## config.mk

```make
export PLATFORM = sky130hd
export DESIGN_NAME = write_buffer
export DESIGN_NICKNAME = d
export VERILOG_FILES = /design/src/rtl/write_buffer_pkg.sv /design/src/rtl/wb_fwd_match.sv /design/src/rtl/write_buffer.sv
export SDC_FILE = /design/constraint.sdc
export NUM_CORES = 1
export LEC_CHECK = 0
export BUFFER_PORTS_ARGS = -buffer_cell sky130_fd_sc_hd__buf_2
export CAP_MARGIN = 10
export CORE_MARGIN = 4
export CORE_UTILIZATION = 55
export DETAILED_ROUTE_END_ITERATION = 8
export PLACE_DENSITY = 0.79
export SLEW_MARGIN = 20
export SYNTH_ARGS = -nofsm -noshare
export SYNTH_HDL_FRONTEND = slang
export SYNTH_SLANG_ARGS = --single-unit
```

## constraint.sdc

```tcl
create_clock -name clk -period 6.8 [get_ports clk]
set_input_delay 1.36 -clock clk [delete_from_list [all_inputs] [get_ports clk]]
set_output_delay 1.36 -clock clk [all_outputs]
set_load 0.03 [all_outputs]
```

## src/rtl/write_buffer_pkg.sv

```systemverilog
// Shared cache definitions used by the write buffer: address split, entry layout and drain FSM states.
package write_buffer_pkg;

   localparam int ADDR_W   = 17;
   localparam int DATA_W   = 32;
   localparam int TAG_W    = 3;
   localparam int INDEX_W  = 10;
   localparam int OFFSET_W = 4;

   typedef struct packed {
      logic [ADDR_W-1:0] addr;
      logic [DATA_W-1:0] data;
   } wb_entry_t;

   typedef enum logic {
      WB_IDLE,
      WB_ISSUE
   } wb_state_e;

endpackage

```

## src/rtl/wb_fwd_match.sv

```systemverilog
// Store-to-load forwarding lookup: compares a lookup address against every queued entry
// and returns the data of the youngest match (the one closest to the tail).
module wb_fwd_match #(
   parameter int ADDR_W = 17,
   parameter int DATA_W = 32,
   parameter int DEPTH  = 4
) (
   input  logic [ADDR_W-1:0]          lk_addr_i,
   input  logic [ADDR_W-1:0]          addr_i [DEPTH],
   input  logic [DATA_W-1:0]          data_i [DEPTH],
   input  logic [$clog2(DEPTH)-1:0]   head_i,
   input  logic [$clog2(DEPTH):0]     count_i,
   output logic                       hit_o,
   output logic [DATA_W-1:0]          data_o
);
   localparam int PTR_W = $clog2(DEPTH);
   localparam int CNT_W = PTR_W + 1;

   logic [PTR_W-1:0] idx;
   logic [DEPTH-1:0] match;

   // Walk entries oldest to youngest so the last hit seen wins.
   always_comb begin
      hit_o  = 1'b0;
      data_o = '0;
      idx    = '0;
      match  = '0;
      for (int k = 0; k < DEPTH; k++) begin
         idx      = head_i + PTR_W'(k);
         match[k] = (CNT_W'(k) < count_i) && (addr_i[idx] == lk_addr_i);
         if (match[k]) begin
            hit_o  = 1'b1;
            data_o = data_i[idx];
         end
      end
   end

endmodule

```

## src/rtl/write_buffer.sv

```systemverilog
// Write-through drain queue between the cache and main memory, drained in FIFO order over req/ack.
// Optional store forwarding is built when WRITE_BUFFER_FWD_EN is defined.
module write_buffer #(
   parameter int ADDR_W = 17,
   parameter int DATA_W = 32,
   parameter int DEPTH  = 4
) (
   input  logic              clk,
   input  logic              rst,
   input  logic              wr_en,
   input  logic [ADDR_W-1:0] wr_addr,
   input  logic [DATA_W-1:0] wr_data,
   output logic              full,
   output logic              empty,
   output logic              drop,
   output logic              mem_req,
   output logic [ADDR_W-1:0] mem_addr,
   output logic [DATA_W-1:0] mem_data,
   input  logic              mem_ack,
   input  logic [ADDR_W-1:0] lk_addr,
   output logic              lk_hit,
   output logic [DATA_W-1:0] lk_data
);
   import write_buffer_pkg::*;

   localparam int PTR_W = $clog2(DEPTH);
   localparam int CNT_W = PTR_W + 1;

   wb_state_e         state_q, state_d;
   logic [PTR_W-1:0]  head_q, head_d;
   logic [PTR_W-1:0]  tail_q, tail_d;
   logic [CNT_W-1:0]  count_q, count_d;
   logic [ADDR_W-1:0] addr_q [DEPTH];
   logic [DATA_W-1:0] data_q [DEPTH];
   logic              push;
   logic              pop;

   // Full is taken from the registered count, so a same-cycle pop never frees room for a push.
   assign full  = (count_q == CNT_W'(DEPTH));
   assign empty = (count_q == '0);
   assign drop  = wr_en && full;
   assign push  = wr_en && !full;
   assign pop   = (state_q == WB_ISSUE) && mem_ack;

   always_comb begin
      head_d  = head_q;
      tail_d  = tail_q;
      count_d = count_q;
      if (push) tail_d = tail_q + PTR_W'(1);
      if (pop)  head_d = head_q + PTR_W'(1);
      case ({push, pop})
         2'b10:   count_d = count_q + CNT_W'(1);
         2'b01:   count_d = count_q - CNT_W'(1);
         default: count_d = count_q;
      endcase
   end

   always_comb begin
      state_d = state_q;
      mem_req = 1'b0;
      case (state_q)
         WB_IDLE: begin
            if (count_q != '0) state_d = WB_ISSUE;
         end
         WB_ISSUE: begin
            mem_req = 1'b1;
            if (pop && (count_d == '0)) state_d = WB_IDLE;
         end
         default: state_d = WB_IDLE;
      endcase
   end

   assign mem_addr = mem_req ? addr_q[head_q] : '0;
   assign mem_data = mem_req ? data_q[head_q] : '0;

   always_ff @(posedge clk) begin
      if (rst) begin
         state_q <= WB_IDLE;
         head_q  <= '0;
         tail_q  <= '0;
         count_q <= '0;
      end else begin
         state_q <= state_d;
         head_q  <= head_d;
         tail_q  <= tail_d;
         count_q <= count_d;
      end
   end

   // Entry storage carries no reset; validity is defined purely by head and count.
   always_ff @(posedge clk) begin
      if (push) begin
         addr_q[tail_q] <= wr_addr;
         data_q[tail_q] <= wr_data;
      end
   end

`ifdef WRITE_BUFFER_FWD_EN
   wb_fwd_match #(
      .ADDR_W (ADDR_W),
      .DATA_W (DATA_W),
      .DEPTH  (DEPTH)
   ) u_fwd_match (
      .lk_addr_i (lk_addr),
      .addr_i    (addr_q),
      .data_i    (data_q),
      .head_i    (head_q),
      .count_i   (count_q),
      .hit_o     (lk_hit),
      .data_o    (lk_data)
   );
`else
   logic unused_lk_addr;
   assign unused_lk_addr = ^lk_addr;
   assign lk_hit  = 1'b0;
   assign lk_data = '0;
`endif

endmodule
```

==> reports/metrics.yaml <==
synthTopCellsByCount: "196 x edfxtp_1, 49 x and2_1, 47 x mux4_2"
met2_usage_pct: 29.5
rr_endpoint: "state_q"
crit_family: "flip-flops"
crit_cells: 4
gp_congestion: 0.742
reg2reg_from: "state_q"
n_fill_cell: 985
busiest_layer: "met2"
multi_input_area_mm2: 0.00186
swShare_pct: 28.1
routedWlPerCell_um: 19.4
grt_pass1_wl_um: 22000
slowest_stage: "dfxtp_4"
status: "finished, final reports clean"
yosysTopAreaCell: "edfxtp_1"
ctsResizeCount: 0
ioPinCount: 156
holdBufCountCts: 0
routed_wl_um: 14000
cp_cell_sequence: "buf_16 > mux4_2 > and2_1 > buf_2"
crit_path_start_kind: "register"
cts_buffers: 21
ir_drop_uv: 228
max_freq_mhz: 271
start_util_pct: 56.3
total_power_mw: 3.44
drive_gt1_share_pct: 36.3
p_sw_uw: 965
synth.most_common_cell: "edfxtp_1"
required_ps: 5440
combPwrFrac_pct: 21.8
final.setup_skew_ps: 4.10
synth-seq-cells: 206
clock_sinks: 206
rsz0062_at_grt: "false"
power_leakage_nw: 3.38
die_w_um: 130
clockBufferDepth: 3
fin_tns_setup_ps: 0
clk_pin_slew_ps: 60
cp_max_fo: 28
ys.flop_type: "edfxtp_1"
vias_per_cell: 5.50
syn_to_final_growth_pct: 15.3
netlist.area_leader.share_pct: 71.6
yosysSeqAreaShare_pct: 74.0
hp-class: "register to register"
cp.arrival_ps: 2330
synth.area.top_cells: "edfxtp_1 72%, mux4_2 13%, and2_1 3.7%, buf_4 3.3%, dfxtp_1 2.4%"
path_class: "register to output pin"
grt_use_total_pct: 17.0
worst_pin_slew_ps: 920
relSlewSlack_pct: 38.7
synthArstFlopShare_pct: 0
drc: 0
finalSetupViolCount: 0
final_cells: 722
seq_area_mm2: 0.00609
worst_setup_path_end_kind: "output pin"
antenna_found_initial: 0
post-place-ws_ps: 3320
synthCells: 409
antenna_left: 0
die_area_mm2: 0.0170
synth-edff-count: 196
final_nets: 599
met1_usage_pct: 21.7
grt_max_degree: 54
ys_types: 32
fin_crit_sh_pct: 54.2
sequentialPowerShare_pct: 46.1
ff2ff_path_depth: 8
critPathMaxStageDelay_ps: 650
fin_util_pct: 64.9
cts_setup_buffers: 0
cts_tree: "done"
p_clk_share_pct: 32.1
power_density_mw_per_mm2: 363
root_buffer: "clkbuf_16"
ys_warn_count: 0
syn_avg_cell_area_um2: 20.1
rows: 44
r2r_slack_ps: 3850
grt_pass1_vias: 4185
syn_area_mm2: 0.00822
min_period_ps: 3690
maxCapViolations: 0
numPortBuffers: 105
slew_viol_final: 0
dieHeight_um: 130
hold_viol: 0
use_met3_pct: 4.34
clkLatencyLatePin_ps: 470
drt_iter0_drc: 225
dp_cells: 683
p_int_mw: 2.47
critPathBufInv: 2
htreeDepth: 1
dr.pass1.iters: 4
finalWorstSetupSlack_ps: 3110
dp_hpwl_um: 8120
num_vias: 3972
coreArea_mm2: 0.0146
crit_path_end: "mem_data[18]"
gr-total-overflow: 0
-- power by group through the flow --
stage	Clock (mW)	Sequential [mW]	Combinational (mW)
floorplan	0	1.55	0.623
global placement	0	1.64	0.707
detailed placement	0	1.65	0.720
CTS	1.13	1.62	0.724
global route	1.20	1.60	0.806
finish	1.10	1.58	0.749
-- through the flow --
stage,hold WS (ps),instance area [um^2]
after floorplan,484,8340
after global placement,495,8770
after detailed placement,514,8770
after CTS,531,9440
after global routing,564,9470
final,524,9470
-- final cells by class --
type,instances,share of cell area (%)
Sequential cell,206,64.3
Multi-Input combinational cell,175,19.6
Timing Repair Buffer,111,6.23
Clock inverter,9,1.27
Inverter,8,0.317
Clock buffer,28,5.82
Tap cell,184,2.43
Antenna cell,1,0.0264
-- worst register-to-register path: stages, from the launching register on --
cell,delay [ps]
dfxtp_2,930
nand2_1,250
inv_1,130
ha_1,190
inv_1,80
fa_1,370
xor2_1,180
or4b_2,610
o311ai_0,100
-- flip-flops by register name, indices dropped and copies added, names as in the netlist, named ones only --
register,cells
addr_q,68
count_q,3
data_q,128
head_q,2
state_q,1
tail_q,2
-- per-layer routing --
metal	wire [um]	vias up
met5	0	-
met4	213	0
met3	1190	20
met2	7150	156
met1	5430	2025
li1	-	1771
-- layout by cell type, fill, tap and decap left out --
master      instances
clkinvlp_4          1
clkbuf_1            7
mux4_2             47
nor2b_1             2
nor3_1              1
clkinv_2            3
and2_1             49
nor2_1              6
or3_1               1
nand3_1             3
or3b_2              1
buf_16              1
nor4_1              1
dfxtp_1             7
bufinv_16           3
ha_1                5
a21oi_1             4
or3b_1              1
nand3b_1            1
mux4_1              2
and3_2              4
a211oi_1            1
buf_2             105
clkinv_1            2
diode_2             1
fa_1                1
o21ai_0             4
conb_1             33
or4b_2              1
edfxtp_1          196
dfxtp_4             1
inv_1               8
nand2_1             2
xor2_1              4
buf_4               5
clkbuf_16          21
dfxtp_2             2
o311ai_0            1
-- worst min path at each step --
stage	to	cells after the start	startpoint
6_report	register	2	head_q[1]
5_1_grt	tail_q[0]	2	tail_q[0]
3_5_place_dp	register	2	head_q[1]
3_3_place_gp	tail_q[0]	2	tail_q[0]
2_1_floorplan	tail_q[0]	2	tail_q[0]
4_1_cts	register	2	head_q[1]
-- kinds of logic (layout without fill, tap and decap cells) --
| group | after synthesis | in the layout | share of synthesized area, % |
|---|---|---|---|
| DFF | 206 | 206 | 74.0 |
| and+or+nand+nor | 73 | 73 | 5.37 |
| xor gates and xnor gates | 4 | 4 | 0.426 |
| buffers and inverters | 60 | 156 | 4.90 |
| AOI/OAI and AO/OA | 10 | 10 | 0.685 |
| adders and majority gates | 6 | 6 | 1.00 |
| muxes | 49 | 49 | 13.5 |
| other | 1 | 34 | 0.0456 |
Power figures use the tool's default switching activity.
